===== config.mk =====
export PLATFORM = sky130hd
export DESIGN_NAME = ravenoc_edge_sink_flat
export DESIGN_NICKNAME = d
export VERILOG_FILES = /design/src/rtl/ravenoc_edge_sink_if.sv /design/src/rtl/ravenoc_edge_sink.sv /design/src/flat_wrapper.sv
export SDC_FILE = /design/constraint.sdc
export NUM_CORES = 1
export LEC_CHECK = 0
export ABC_CLOCK_PERIOD_IN_PS = 1800
export BUFFER_PORTS_ARGS = -buffer_cell sky130_fd_sc_hd__buf_2
export CAP_MARGIN = 10
export CORE_ASPECT_RATIO = 0.7
export CORE_MARGIN = 4
export CORE_UTILIZATION = 43
export CTS_CLUSTER_SIZE = 20
export DETAILED_ROUTE_END_ITERATION = 10
export PLACE_DENSITY = 0.77
export SYNTH_ARGS = -nofsm -noshare
export SYNTH_HDL_FRONTEND = slang
export SYNTH_HIERARCHICAL = 1
export SYNTH_SLANG_ARGS = --single-unit

===== constraint.sdc =====
create_clock -name clk_noc -period 1.8 [get_ports clk_noc]
set_input_delay 0.45 -clock clk_noc [delete_from_list [all_inputs] [get_ports clk_noc]]
set_output_delay 0.45 -clock clk_noc [all_outputs]
set_load 0.02 [all_outputs]

===== src/rtl/ravenoc_edge_sink_if.sv =====
// Router <-> edge-sink flit link.
// The router drives recv_* and reads recv_ready. The sink drives recv_ready
// and the (always idle) send_* egress path.
interface ravenoc_edge_sink_if #(
  parameter int FLIT_WIDTH = 34,
  parameter int N_VIRT_CHN = 2
);
  localparam int VCW = (N_VIRT_CHN > 1) ? $clog2(N_VIRT_CHN) : 1;

  logic                  recv_valid;
  logic [VCW-1:0]        recv_vc_id;
  logic [FLIT_WIDTH-1:0] recv_fdata;
  logic [N_VIRT_CHN-1:0] recv_ready;
  logic                  send_valid;
  logic [FLIT_WIDTH-1:0] send_fdata;

  modport master (
    output recv_valid, recv_vc_id, recv_fdata,
    input  recv_ready, send_valid, send_fdata
  );

  modport slave (
    input  recv_valid, recv_vc_id, recv_fdata,
    output recv_ready, send_valid, send_fdata
  );
endinterface


===== src/rtl/ravenoc_edge_sink.sv =====
// Terminates an unused border-router port.
// SINK_MODE=0: passive tie-off, never ready.
// SINK_MODE=1: drains flits per VC, checks framing, counts drops and raises a
// sticky irq.
// Optional macro RAVENOC_EDGE_SINK_HDR_CAP_EN adds first_hdr/first_hdr_vc, which
// capture the first head flit accepted while irq is low.

// Per-VC framing checker and saturating drop counter.
module ravenoc_edge_sink_vc #(
  parameter int CNT_WIDTH = 16
) (
  input  logic                 clk_noc,
  input  logic                 arst_noc_n,
  input  logic                 acc,
  input  logic [1:0]           ftype,
  input  logic                 clr,
  output logic                 err,
  output logic [CNT_WIDTH-1:0] cnt
);
  localparam logic [1:0] HEAD = 2'b00, BODY = 2'b01, TAIL = 2'b10, HT = 2'b11;

  typedef enum logic {IDLE, IN_PKT} st_t;
  st_t  st, st_nxt;
  logic err_set;

  // Next framing state and protocol-error detect for the current flit type
  always_comb begin
    st_nxt  = st;
    err_set = 1'b0;
    unique case (ftype)
      HEAD: begin st_nxt = IN_PKT; err_set = (st == IN_PKT); end
      HT:   begin st_nxt = IDLE;   err_set = (st == IN_PKT); end
      BODY: begin                  err_set = (st == IDLE);   end
      TAIL: begin st_nxt = IDLE;   err_set = (st == IDLE);   end
    endcase
  end

  // State, sticky error and counter; a set in the irq_clr cycle wins over the clear
  always_ff @(posedge clk_noc or negedge arst_noc_n) begin
    if (!arst_noc_n) begin
      st  <= IDLE;
      err <= 1'b0;
      cnt <= '0;
    end else begin
      if (acc) st <= st_nxt;
      if (acc && err_set) err <= 1'b1;
      else if (clr)       err <= 1'b0;
      if (acc)      cnt <= clr ? CNT_WIDTH'(1) : ((&cnt) ? cnt : cnt + 1'b1);
      else if (clr) cnt <= '0;
    end
  end
endmodule

module ravenoc_edge_sink #(
  parameter int FLIT_WIDTH = 34,
  parameter int N_VIRT_CHN = 2,
  parameter int SINK_MODE  = 1,
  parameter int CNT_WIDTH  = 16
) (
  input  logic                             clk_noc,
  input  logic                             arst_noc_n,
  ravenoc_edge_sink_if.slave               rif,
  input  logic                             irq_clr,
  output logic                             irq,
  output logic [N_VIRT_CHN-1:0]            err_proto,
  output logic [N_VIRT_CHN*CNT_WIDTH-1:0]  drop_cnt
`ifdef RAVENOC_EDGE_SINK_HDR_CAP_EN
  ,
  output logic [FLIT_WIDTH-1:0]            first_hdr,
  output logic [((N_VIRT_CHN > 1) ? $clog2(N_VIRT_CHN) : 1)-1:0] first_hdr_vc
`endif
);
  localparam int VCW = (N_VIRT_CHN > 1) ? $clog2(N_VIRT_CHN) : 1;

  assign rif.send_valid = 1'b0;
  assign rif.send_fdata = '0;

  if (SINK_MODE == 0) begin : g_tie
    assign rif.recv_ready = '0;
    assign irq            = 1'b0;
    assign err_proto      = '0;
    assign drop_cnt       = '0;
`ifdef RAVENOC_EDGE_SINK_HDR_CAP_EN
    assign first_hdr      = '0;
    assign first_hdr_vc   = '0;
`endif
  end else begin : g_drain
    logic [N_VIRT_CHN-1:0] rdy;
    logic [1:0]            ftype;
    logic                  vc_ok;
    logic                  acc;

    assign ftype = rif.recv_fdata[FLIT_WIDTH-1 -: 2];
    // Out-of-range VC ids are dropped silently: no count, no state change
    assign vc_ok = (32'(rif.recv_vc_id) < N_VIRT_CHN);
    assign acc   = rif.recv_valid && vc_ok && rdy[rif.recv_vc_id];
    assign rif.recv_ready = rdy;

    // Ready is registered so it rises on the first edge after reset release
    always_ff @(posedge clk_noc or negedge arst_noc_n) begin
      if (!arst_noc_n) rdy <= '0;
      else             rdy <= '1;
    end

    // Sticky irq: every accepted flit sets it (a framing error implies one)
    always_ff @(posedge clk_noc or negedge arst_noc_n) begin
      if (!arst_noc_n)  irq <= 1'b0;
      else if (acc)     irq <= 1'b1;
      else if (irq_clr) irq <= 1'b0;
    end

    for (genvar i = 0; i < N_VIRT_CHN; i++) begin : g_vc
      ravenoc_edge_sink_vc #(.CNT_WIDTH(CNT_WIDTH)) u_vc (
        .clk_noc    (clk_noc),
        .arst_noc_n (arst_noc_n),
        .acc        (acc && (rif.recv_vc_id == VCW'(i))),
        .ftype      (ftype),
        .clr        (irq_clr),
        .err        (err_proto[i]),
        .cnt        (drop_cnt[i*CNT_WIDTH +: CNT_WIDTH])
      );
    end

`ifdef RAVENOC_EDGE_SINK_HDR_CAP_EN
    // Capture the first head seen with irq low; a head in the clear cycle is kept
    always_ff @(posedge clk_noc or negedge arst_noc_n) begin
      if (!arst_noc_n) begin
        first_hdr    <= '0;
        first_hdr_vc <= '0;
      end else if (acc && (ftype == 2'b00 || ftype == 2'b11) && (!irq || irq_clr)) begin
        first_hdr    <= rif.recv_fdata;
        first_hdr_vc <= rif.recv_vc_id;
      end else if (irq_clr) begin
        first_hdr    <= '0;
        first_hdr_vc <= '0;
      end
    end
`endif
  end
endmodule


===== src/flat_wrapper.sv =====
// flat-port wrapper written by rule: the top's interface ports become plain ports
module ravenoc_edge_sink_flat 
#(
  parameter int FLIT_WIDTH = 34,
  parameter int N_VIRT_CHN = 2,
  parameter int SINK_MODE  = 1,
  parameter int CNT_WIDTH  = 16
)
  (clk_noc, arst_noc_n, irq_clr, irq, err_proto, drop_cnt, rif_recv_valid, rif_recv_vc_id, rif_recv_fdata, rif_recv_ready, rif_send_valid, rif_send_fdata);
  ravenoc_edge_sink_if #(.FLIT_WIDTH(FLIT_WIDTH), .N_VIRT_CHN(N_VIRT_CHN)) rif_i ();
  input  logic clk_noc;
  input  logic arst_noc_n;
  input  logic irq_clr;
  output logic irq;
  output logic [N_VIRT_CHN-1:0] err_proto;
  output logic [N_VIRT_CHN*CNT_WIDTH-1:0] drop_cnt;
  input wire logic [$bits(rif_i.recv_valid)-1:0] rif_recv_valid;
  input wire logic [$bits(rif_i.recv_vc_id)-1:0] rif_recv_vc_id;
  input wire logic [$bits(rif_i.recv_fdata)-1:0] rif_recv_fdata;
  output wire logic [$bits(rif_i.recv_ready)-1:0] rif_recv_ready;
  output wire logic [$bits(rif_i.send_valid)-1:0] rif_send_valid;
  output wire logic [$bits(rif_i.send_fdata)-1:0] rif_send_fdata;
  assign rif_i.recv_valid = rif_recv_valid;
  assign rif_i.recv_vc_id = rif_recv_vc_id;
  assign rif_i.recv_fdata = rif_recv_fdata;
  assign rif_recv_ready = rif_i.recv_ready;
  assign rif_send_valid = rif_i.send_valid;
  assign rif_send_fdata = rif_i.send_fdata;
  ravenoc_edge_sink #(.FLIT_WIDTH(FLIT_WIDTH), .N_VIRT_CHN(N_VIRT_CHN), .SINK_MODE(SINK_MODE), .CNT_WIDTH(CNT_WIDTH)) u_core (.clk_noc(clk_noc), .arst_noc_n(arst_noc_n), .rif(rif_i), .irq_clr(irq_clr), .irq(irq), .err_proto(err_proto), .drop_cnt(drop_cnt));
endmodule

; After elaboration in Yosys (flattened, before gate mapping)
; Cells that the tools add are included.
[op_classes]
add_sub_neg = 2
n_mul = 0
div = 0
magnitude_cmp = 1
n_eq_ne = 5
shifts = 0
muxes = 15
n_bitwise = 3
n_reduce_logical = 21
[ops]
columns = operator, n
row1 = $mux W16, 7
row2 = $add A16 B1 Y16 const B, 2
row3 = $reduce_and A16 Y1, 2
row4 = $reduce_bool A2 Y1, 6
row5 = $reduce_and A2 Y1, 4
row6 = $pmux W1 S2, 3
row7 = $reduce_or A2 Y1, 3
row8 = $logic_and A1 B1 Y1, 5
row9 = $mux W1, 5
row10 = $eq A2 B2 Y1 const B, 2
row11 = $ne A2 B2 Y1 const B, 2
row12 = $not A1 Y1, 3
row13 = $eq A2 B1 Y1 const B, 1
row14 = $logic_not A2 Y1, 1
row15 = $lt A1 B2 Y1 const B, 1
[totals]
regBits = 38
latchBits = 0
ramBits = 0
romBits = 0
out_inout_bits = 72
word_cells = 55
n_memories = 0

; Logic depth before layout (Yosys ltp)
; Gate-level depths: netlist of run 1.
[depth]
ltp_word = 6
depth_mapped = 7
depth_no_buf = 6

; Hierarchy
; The synthesis of run 1 kept the hierarchy.
[modules_own_cells]
columns = module, n_inst, cells_per_inst, area_each_um2, seq_area_each_um2
row1 = ravenoc_edge_sink_vc, 2, 111, 1067.3, 450.4
row2 = ravenoc_edge_sink, 1, 45, 350.3, 50.0

; Least setup slack after synthesis of run 1
; No wires, ideal clock.
[synth_path]
kind = register -> register
start = register u_core/rif.recv_ready[0] (netlist name)
end = register u_core.g_drain.g_vc[0].u_vc.cnt[13]
setup_time_ps = 125
arrival_time_ps = 1752
slack_ps = -77
stages_incl_launch_ff = 8
n_path_buf = 1
cell_sequence = dfrtp_1 -> nand2_1 -> nor2_1 -> buf_4 -> and4_4 -> nand3_4 -> nor4b_1 -> mux2_2
[synth_via]
elab_chain_len = 5
word_cells_on_any_way = 6
cone_classes = mux: 2 / reduce/logical: 4
[synth_lines]
columns = element, line
row1 = $mux W1 (implied by the code) (*), ravenoc_edge_sink.sv:96  ; assign acc = rif.recv_valid && vc_ok && rdy[rif.recv_vc_id];
row2 = $logic_and A1 B1 Y1 (*), ravenoc_edge_sink.sv:96
row3 = $logic_and A1 B1 Y1 (*), ravenoc_edge_sink.sv:116  ; .acc (acc && (rif.recv_vc_id == VCW'(i))),
row4 = $reduce_bool A2 Y1 (no line), n/a
row5 = $reduce_and A2 Y1 (no line), n/a
row6 = end signal: assignment, ravenoc_edge_sink.sv:48  ; if (acc) cnt <= clr ? CNT_WIDTH'(1) : ((&cnt) ? cnt : cnt + 1'b1);
row7 = end: declaration, ravenoc_edge_sink.sv:18  ; output logic [CNT_WIDTH-1:0] cnt
; Every way passes the cells marked *; elsewhere a longest branch is shown, timed or not. The select of a mux whose other input is x is not followed.
; A chain may end at the register's enable or synchronous reset.

; Worst setup path after layout of run 1
[layout_path]
start = register u_core.g_drain.g_vc[1].u_vc.cnt[0]
end = register u_core.g_drain.g_vc[1].u_vc.cnt[6]
[layout_via]
elab_chain_len = 4
word_cells_on_any_way = 7
cone_classes = add/sub: 1 / eq/ne: 1 / mux: 3 / reduce/logical: 2
[layout_lines]
columns = element, line
row1 = start: declaration, ravenoc_edge_sink.sv:18
row2 = start signal: assignment, ravenoc_edge_sink.sv:48
row3 = $add A16 B1 Y16, ravenoc_edge_sink.sv:48
row4 = $mux W16 (3 in a row), ravenoc_edge_sink.sv:48
; Several ways; a longest one is shown, not always the timed one. The select of a mux whose other input is x is not followed.

==> results of run 1 <==
[sequential cells by signal (all words and copies together), names as in the netlist]
| register | cells |
|---|---|
| u_core/g_drain.g_vc.u_vc/err | 2 |
| u_core/irq | 1 |
| u_core/g_drain.g_vc.u_vc/cnt | 32 |
| u_core/g_drain.g_vc.u_vc/st | 2 |
| u_core/rif.recv_ready | 1 |
[synthesized netlist by cell type]
library cell / n / area, um2
ha_1: 8 / 100
nand3b_1: 2 / 15.0
and3_1: 3 / 18.8
nand3_1: 10 / 50.1
inv_1: 11 / 41.3
nor3_1: 4 / 20.0
a21oi_1: 22 / 110
nand2_1: 13 / 48.8
or3_1: 8 / 50.1
nor2_1: 13 / 48.8
nor4_4: 2 / 42.5
o2111ai_1: 2 / 17.5
xor2_1: 2 / 17.5
o311ai_0: 2 / 17.5
mux2_2: 4 / 45.0
nor2b_1: 6 / 37.5
or4_1: 8 / 60.1
nand3_4: 2 / 35.0
nor4b_2: 2 / 30.0
nor4b_1: 2 / 17.5
and4_4: 4 / 45.0
xnor2_1: 4 / 35.0
conb_1: 2 / 7.51
o21ai_0: 16 / 80.1
o31ai_1: 6 / 45.0
dfrtp_1: 38 / 951
buf_4: 42 / 315
clkbuf_1: 4 / 15.0
o21ai_1: 1 / 5.00
nand4_1: 16 / 100
o22ai_1: 2 / 12.5
or3_2: 2 / 15.0
o41ai_1: 4 / 35.0
[metrics by stage]
step / utilization, % / total power [mW]
5_1_grt: 54.5 / 1.76
6_report: 54.5 / 1.69
4_1_cts: 54.0 / 1.70
2_1_floorplan: - / 1.12
3_3_place_gp: 52.5 / 1.14
3_5_place_dp: 52.5 / 1.15
[kinds of logic (layout without fill, tap and decap cells)]
| logic type | after synthesis | after routing |
|---|---|---|
| compound gates | 55 | 55 |
| mux | 4 | 4 |
| fa+ha+maj | 8 | 8 |
| xor+xnor | 6 | 6 |
| simple gates | 97 | 97 |
| other cells | 2 | 36 |
| flops | 38 | 38 |
| buf+inv | 57 | 97 |
[layer usage]
metal | wire length [um] | track usage (%) | part of all wire (%)
met1 | 2710 | 21.4 | 47
met2 | 2630 | 24.5 | 46
met3 | 337 | 3.40 | 5.9
met4 | 61 | 4.24 | 1.1
met5 | 0 | 0 | 0
[cell type report]
type | instances | area [um2] | area share (%)
Tap cell | 72 | 90.1 | 3.05
Inverter | 11 | 41.3 | 1.40
Timing Repair Buffer | 78 | 478 | 16.2
Sequential cell | 38 | 958 | 32.4
Multi-Input combinational cell | 206 | 1310 | 44.2
Clock buffer | 8 | 80.1 | 2.71
[final timing paths]
| path | startpoint | endpoint | slack [ps] | cells after the start |
|---|---|---|---|---|
| worst min-delay path | arst_noc_n | u_core/g_drain.g_vc[0].u_vc/cnt[4] | 120 | 2 |
| worst min register to register | u_core/irq | u_core/irq | 520 | 2 |
| worst max register to register | u_core/g_drain.g_vc[1].u_vc/cnt[0] | u_core/g_drain.g_vc[1].u_vc/cnt[6] | 80 | 6 |
| max in group asynchronous | arst_noc_n | u_core/g_drain.g_vc[1].u_vc/cnt[12] | 1450 | 2 |
| worst max-delay path | u_core/g_drain.g_vc[1].u_vc/cnt[0] | u_core/g_drain.g_vc[1].u_vc/cnt[6] | 80 | 6 |
| min in group clk_noc | u_core/irq | u_core/irq | 520 | 2 |
[power breakdown]
| part | switching, mW | internal, mW |
|---|---|---|
| logic | 0.173 | 0.0649 |
| clock network | 0.279 | 0.275 |
| registers | 0.0148 | 0.878 |
[repair_timing]
item,4_1_cts,5_1_grt
gates resized for setup,0,3
setup endpoints to repair,0,8
buffers inserted,0,4
==> impl_metrics.ini, run 1 <==
[floorplanning]
die_h_um = 71.6
rows = 22
core_mm2 = 0.00542
dieArea_mm2 = 0.00708
die_w_um = 98.9
start_util_pct = 45.8
ioPinCount = 111

[cts]
cts_sinks = 38
insertion_delay_ps = 280
clk_path_buf_depth = 2
cts-root-buf = clkbuf_8
hold_buffers = 0
cts_buffers = 5
h-tree-depth = 2
cts_tree = yes
cts.clk_slew.worst_paths_ps = 70

[setup_path]
cp_top_family = simple AND/OR/NAND/NOR gates
slowest_stage = or4_1
critical_path_arrival_ps = 1920
end_kind = register
setup.worst_path.class = register to register
path_cells = ha_1 -> nand4_1 -> nor4_4 -> buf_4 -> or4_1 -> a21oi_1
worstPathRequired_ps = 2000
slowest_delay_ps = 460
critPathBufInv = 1
cp_max_fo = 9
start_kind = register

[detailed_routing]
wl_um = 5740
drc_errors = 0
drtIter0Drc = 157
num_vias = 2180
ant_nets = 0
wl_per_cell_um = 13.9
firstDrtPassIters = 4
via_per_inst = 5.28

[min_path]
hp-class = primary input to async pin

[placement]
place_area_mm2 = 0.00285
numPortBuffers = 43
hpwl_um = 4340
gp_congestion = 0.822
place_ws_ps = -123
place_inst = 402

[synthesis]
synthMuxAreaShare_pct = 1.81
syn_inst = 267
synth_top_family_by_area = simple AND/OR/NAND/NOR gates
ys_seq_area_share_pct = 38.3
synth-simple-area-share_pct = 25.5
postSynthAreaPerCell_um2 = 9.31
ys_seq_elements = 38
synthXorXnorAreaFrac_pct = 2.11
synthAdderAreaFrac_pct = 4.03
mappedNetlistArea_mm2 = 0.00248
synth.distinct_cells = 33
synth_compound_area_share_pct = 13.0
yosys_warnings = 6

[global_routing]
antenna_found_initial = 0
grt_pass1_wl_um = 9030
grt.total_usage_pct = 15.4
grt_pass1_vias = 1884
grt_max_degree = 23
grt_overflow = 0

[pwr]
ir_worst_vdd_mv = 0.268
power.density_mw_per_mm2 = 570
power_leakage_nw = 1.40

[layout]
area_growth_pct = 18.9
final_cell_mix = buf_2 (43), conb_1 (36), buf_4 (35)
nets = 387
fillers = 490
layout-drive-gt1-share_pct = 32.0
antenna_cells = 0
final_common_cell = buf_2
final_cells = 413
fin_area_mm2 = 0.00296

[run]
max-cap-violations = 0

[sta]
hold_slack_ps = 124
setup_tns_ps = 0
period_needed_ps = 1720
slew_headroom_pct = 65.3
fmax_mhz = 581
finalClockSkew_ps = 3.79
fin_crit_sh_pct = 95.6
maxSlewViolCount = 0
finalWorstSetupSlack_ps = 79.0
hold_violations = 0
worstMarginPinSlew_ps = 517
rsz0062_at_grt = no
finalSetupViolations = 0

[run_status]
status = finished clean
No activity file was read; power rests on OpenSTA's default activity.
==> run 2, diff against run 1 <==
==> constraint.sdc (replaced) <==
create_clock -name clk_noc -period 1.8 [get_ports clk_noc]
set_input_delay 0.27 -clock clk_noc [delete_from_list [all_inputs] [get_ports clk_noc]]
set_output_delay 0.27 -clock clk_noc [all_outputs]
set_load 0.02 [all_outputs]
==> impl_metrics.ini, run 2 (synthesized netlist as in run 1, its figures left out) <==
[global_routing]
grt_overflow = 0
grt_pass1_vias = 1940
antenna_found_initial = 0
grt_pass1_wl_um = 9530
grt.total_usage_pct = 16.4
grt_max_degree = 31

[sta]
fin_crit_sh_pct = 95.1
worstMarginPinSlew_ps = 563
fmax_mhz = 584
hold_violations = 0
period_needed_ps = 1710
rsz0062_at_grt = yes
slew_headroom_pct = 62.5
maxSlewViolCount = 0
finalClockSkew_ps = 3.75
finalSetupViolations = 0
finalWorstSetupSlack_ps = 88.0

[layout]
area_growth_pct = 18.3
largest_registers = u_core/g_drain.g_vc.u_vc/cnt: 32 flops, u_core/g_drain.g_vc.u_vc/err: 2 flops, u_core/g_drain.g_vc.u_vc/st: 2 flops
fillers = 501
antenna_cells = 0
nets = 379
layout-drive-gt1-share_pct = 30.9
top_register = u_core/g_drain.g_vc.u_vc/cnt
final_cell_mix = buf_2 (43), conb_1 (36), dfrtp_1 (32)
final_util_pct = 54.2
largest_reg_flops = 32
final_common_cell = buf_2

[setup_path]
setup.worst_path.class = register to register
slowest_stage = or4_1
critical_path_arrival_ps = 1920
slowest_delay_ps = 480
worstPathRequired_ps = 2010
cp_max_fo = 10
start_kind = register
path_cells = ha_1 -> nand4_1 -> nor4_4 -> buf_6 -> or4_1 -> a21oi_1
end_kind = register

[detailed_routing]
firstDrtPassIters = 4
wl_um = 5790
drc_errors = 0
via_per_inst = 5.31
num_vias = 2151
ant_nets = 0
drtIter0Drc = 177
wl_per_cell_um = 14.3

[pwr]
finalPower_mw = 1.72
power_leakage_nw = 1.37
power.density_mw_per_mm2 = 586
ir_worst_vdd_mv = 0.305

[cts]
cts_tree = yes
h-tree-depth = 2
cts-root-buf = clkbuf_8
cts_sinks = 38
cts.clk_slew.worst_paths_ps = 70
clk_path_buf_depth = 2
insertion_delay_ps = 280
cts_buffers = 5

[run_status]
status = finished clean

[floorplanning]
ioPinCount = 111
die_w_um = 98.9
die_h_um = 71.6
dieArea_mm2 = 0.00708
start_util_pct = 45.8
rows = 22
core_mm2 = 0.00542

[placement]
place_ws_ps = 54.5
hpwl_um = 4360
numPortBuffers = 43
gp_congestion = 0.858

[run]
max-cap-violations = 0

[min_path]
hp-class = primary input to register
-- run 2: cell types whose count changed in the layout (fill, tap and decap cells not counted) --
cell / change
buf_4: -11
a21oi_1: -2
a21oi_2: +2
buf_6: +2
nor4b_2: -2
nor4b_4: +2
clkbuf_1: -1
clkbuf_8: +1
dlygate4sd3_1: +1
-- run 2: report_power, final --
part	total (mW)	switching [mW]	internal [mW]
combinational	0.236	0.173	0.0634
clock	0.595	0.283	0.312
sequential	0.892	0.0140	0.878
total	1.72	0.470	1.25
-- run 2: cell type report --
type                       instances  area, um2  area share [%]
tap                               72       90.1            3.06
sequential                        38        958            32.6
timing repair buffer              70        428            14.6
inverter                          11       41.3            1.40
clock buffer                       8       90.1            3.06
multi-input combinational        206       1330            45.3
-- run 2: critical path, delay by kind of cell (launching register included) --
family | cells | cell delay, ps
buffers and inverters | 1 | 140
AOI/OAI and AO/OA | 1 | 130
DFF | 1 | 410
adders and majority gates | 1 | 230
and+or+nand+nor | 3 | 730
-- run 2: routing by layer --
layer / vias up / share of wire [%] / routed length (um) / GRT usage (%)
met1: 1035 / 44 / 2550 / 22.3
met4: 0 / 0.54 / 31 / 4.24
li1: 1031 / - / - / -
met2: 81 / 49 / 2850 / 26.8
met5: - / 0 / 0 / 0
met3: 4 / 6.2 / 359 / 3.31
-- run 2: metrics by stage --
step	setup TNS, ps	hold slack [ps]	cells	area (um2)
5_1_grt	-21.5	303	405	2940
3_5_place_dp	0	236	394	2790
4_1_cts	0	256	403	2890
3_3_place_gp	0	225	394	2790
6_report	0	280	405	2940
2_1_floorplan	0	-25.6	301	2630
-- run 2: final timing paths --
check,startpoint,to,slack (ps),cells after the start
worst max-delay path,u_core/g_drain.g_vc[1].u_vc/cnt[0],u_core/g_drain.g_vc[1].u_vc/cnt[6],90,6
worst min-delay path,rif_recv_valid,u_core/irq,280,3
max in group asynchronous,arst_noc_n,u_core/g_drain.g_vc[1].u_vc/cnt[12],820,3
min in group asynchronous,arst_noc_n,u_core/g_drain.g_vc[0].u_vc/cnt[0],460,2
worst max register to register,u_core/g_drain.g_vc[1].u_vc/cnt[0],u_core/g_drain.g_vc[1].u_vc/cnt[6],90,6
worst min register to register,u_core/g_drain.g_vc[1].u_vc/st,u_core/g_drain.g_vc[1].u_vc/st,540,2
-- run 2: timing repair --
item / in CTS / in global routing
hold buffers: 1 / 0
gates resized for setup: 0 / 9
endpoints found under the hold margin: 16 / 0
setup endpoints to repair: 0 / 14
buffers inserted: 0 / 3
==> run 3, diff against run 2 <==
BUFFER_PORTS_ARGS = default   (was -buffer_cell sky130_fd_sc_hd__buf_2)
CELL_PAD_IN_SITES_DETAIL_PLACEMENT = 2   (was default)
CELL_PAD_IN_SITES_GLOBAL_PLACEMENT = 2   (was default)
CORE_UTILIZATION = 32   (was 43)
DONT_BUFFER_PORTS = 1   (was default)
PLACE_DENSITY = default   (was 0.77)
PLACE_DENSITY_LB_ADDON = 0.1   (was default)
SETUP_SLACK_MARGIN = 0.1   (was default)
==> impl_metrics.ini, run 3 (synthesized netlist as in run 1, its figures left out) <==
[min_path]
hp-class = primary input to register

[cts]
cts_tree = yes
clk_path_buf_depth = 2
cts-root-buf = clkbuf_8
h-tree-depth = 2
cts_sinks = 38
cts.clk_slew.worst_paths_ps = 80
insertion_delay_ps = 290
cts_buffers = 5

[detailed_routing]
drc_errors = 0
firstDrtPassIters = 4
drtIter0Drc = 70
wl_per_cell_um = 18.2
num_vias = 2210
ant_nets = 0
wl_um = 7800
via_per_inst = 5.15

[layout]
antenna_cells = 0
largest_reg_flops = 32
layout-drive-gt1-share_pct = 36.3
fillers = 827
top_register = u_core/g_drain.g_vc.u_vc/cnt
nets = 378
final_cell_mix = buf_4 (61), conb_1 (36), dfrtp_1 (33)
fin_area_mm2 = 0.00324
largest_registers = u_core/g_drain.g_vc.u_vc/cnt: 32 flops, u_core/g_drain.g_vc.u_vc/err: 2 flops, u_core/g_drain.g_vc.u_vc/st: 2 flops
area_growth_pct = 30.2
final_common_cell = buf_4

[global_routing]
grt_max_degree = 42
grt_pass1_wl_um = 12200
grt.total_usage_pct = 16.6
grt_overflow = 0
antenna_found_initial = 0
grt_pass1_vias = 2245

[sta]
finalSetupViolations = 0
setup_tns_ps = 0
finalClockSkew_ps = 8.62
fmax_mhz = 590
hold_violations = 0
maxSlewViolCount = 0
fin_crit_sh_pct = 94.2
rsz0062_at_grt = yes
period_needed_ps = 1700
finalWorstSetupSlack_ps = 104

[setup_path]
cp_top_family = simple AND/OR/NAND/NOR gates
critPathBufInv = 0
start_kind = register
critical_path_arrival_ps = 1870
worstPathRequired_ps = 1970
end_kind = register
setup.worst_path.class = register to register
slowest_stage = dfrtp_2
path_cells = nand2_4 -> nor2_4 -> and4_4 -> nand3_4 -> nor4b_4 -> mux2_4
cp_max_fo = 8
slowest_delay_ps = 400

[run]
max-cap-violations = 0

[run_status]
status = finished clean

[floorplanning]
start_util_pct = 33.5
die_w_um = 113
core_mm2 = 0.00742
rows = 26
dieArea_mm2 = 0.00926
die_h_um = 81.7
ioPinCount = 111

[pwr]
internal_power_mw = 1.24
switching_power_uw = 480
pwr-share-clk_pct = 35.3
power.density_mw_per_mm2 = 532
sequentialPowerShare_pct = 52.8
power_leakage_nw = 1.40
p_sw_share_pct = 27.9
ir_worst_vdd_mv = 0.319
combPwrFrac_pct = 11.8

[placement]
gp_congestion = 0.760
place_area_mm2 = 0.00277
numPortBuffers = 0
hpwl_um = 5370
place_ws_ps = -46.1
## run 3: changes by cell type in the layout (fill, tap and decap cells not counted), moves of 2 or more
cell     before  now
a21oi_1      20   15
a21oi_2       2    7
buf_2        43    0
buf_4        24   61
buf_6         2    6
ha_4          0    2
mux2_2        4    2
mux2_4        0    2
nor3_1        4    2
nor3_2        0    2
o21ai_0      16   14
o21ai_1       1    3
or4_1         8    2
or4_4         0    6
## run 3: stage by stage
stage / hold slack, ps / total power, mW / utilization [%] / std cells
floorplan: -25.6 / 1.12 / - / 301
global placement: -24.6 / 1.08 / 37.3 / 398
detailed placement: -24.8 / 1.09 / 37.3 / 398
CTS: 29.5 / 1.75 / 40.4 / 413
global route: 3.81 / 1.82 / 43.6 / 429
finish: 33.4 / 1.72 / 43.6 / 429
## run 3: path summary, 6_finish.rpt
check / startpoint / slack [ps] / endpoint / depth (start not counted)
worst max-delay path: u_core/rif.recv_ready[0] / 100 / u_core/g_drain.g_vc[0].u_vc/cnt[13] / 6
worst min-delay path: irq_clr / 30 / u_core/g_drain.g_vc[0].u_vc/cnt[9] / 1
worst max register to register: u_core/rif.recv_ready[0] / 100 / u_core/g_drain.g_vc[0].u_vc/cnt[13] / 6
worst min register to register: u_core/g_drain.g_vc[1].u_vc/st / 560 / u_core/g_drain.g_vc[1].u_vc/st / 2
max in group asynchronous: arst_noc_n / 1100 / u_core/g_drain.g_vc[0].u_vc/cnt[0] / 2
min in group asynchronous: arst_noc_n / 480 / u_core/g_drain.g_vc[1].u_vc/cnt[4] / 2
## run 3: area by class of cell
| type | count | area (um2) | area share (%) |
|---|---|---|---|
| well taps | 98 | 123 | 3.79 |
| flip-flops and latches | 38 | 957 | 29.6 |
| repair buffers | 69 | 563 | 17.4 |
| multi-input cells | 206 | 1470 | 45.3 |
| clock buffers | 7 | 86.3 | 2.67 |
| inverters | 11 | 41.3 | 1.28 |
## run 3: worst register-to-register path, cell delays in order (launching register included)
cell,delay [ps]
dfrtp_2,400
nand2_4,70
nor2_4,120
and4_4,260
nand3_4,130
nor4b_4,290
mux2_4,320
## run 3: metal layers
layer / up-vias / track usage, % / part of all wire (%)
met5: - / 0 / 0
met4: 0 / 3.60 / 0.73
met3: 5 / 4.93 / 6.8
met2: 63 / 25.9 / 45
met1: 1113 / 22.8 / 48
li1: 1029 / - / -
## run 3: power by group through the flow
stage / clock network (mW) / logic, mW / registers, mW
final: 0.608 / 0.204 / 0.909
after global routing: 0.683 / 0.229 / 0.913
after CTS: 0.638 / 0.199 / 0.908
after detailed placement: 0 / 0.167 / 0.922
after global placement: 0 / 0.160 / 0.921
after floorplan: 0 / 0.190 / 0.929
## run 3: timing repair
| action | CTS | global route |
|---|---|---|
| cloned | 0 | 2 |
| setup endpoints to repair | 12 | 20 |
| setup buffers | 6 | 14 |
| resized for setup | 12 | 31 |
| pin swaps | 9 | 17 |
| hold buffers | 2 | 0 |
| hold endpoints to repair | 38 | 0 |
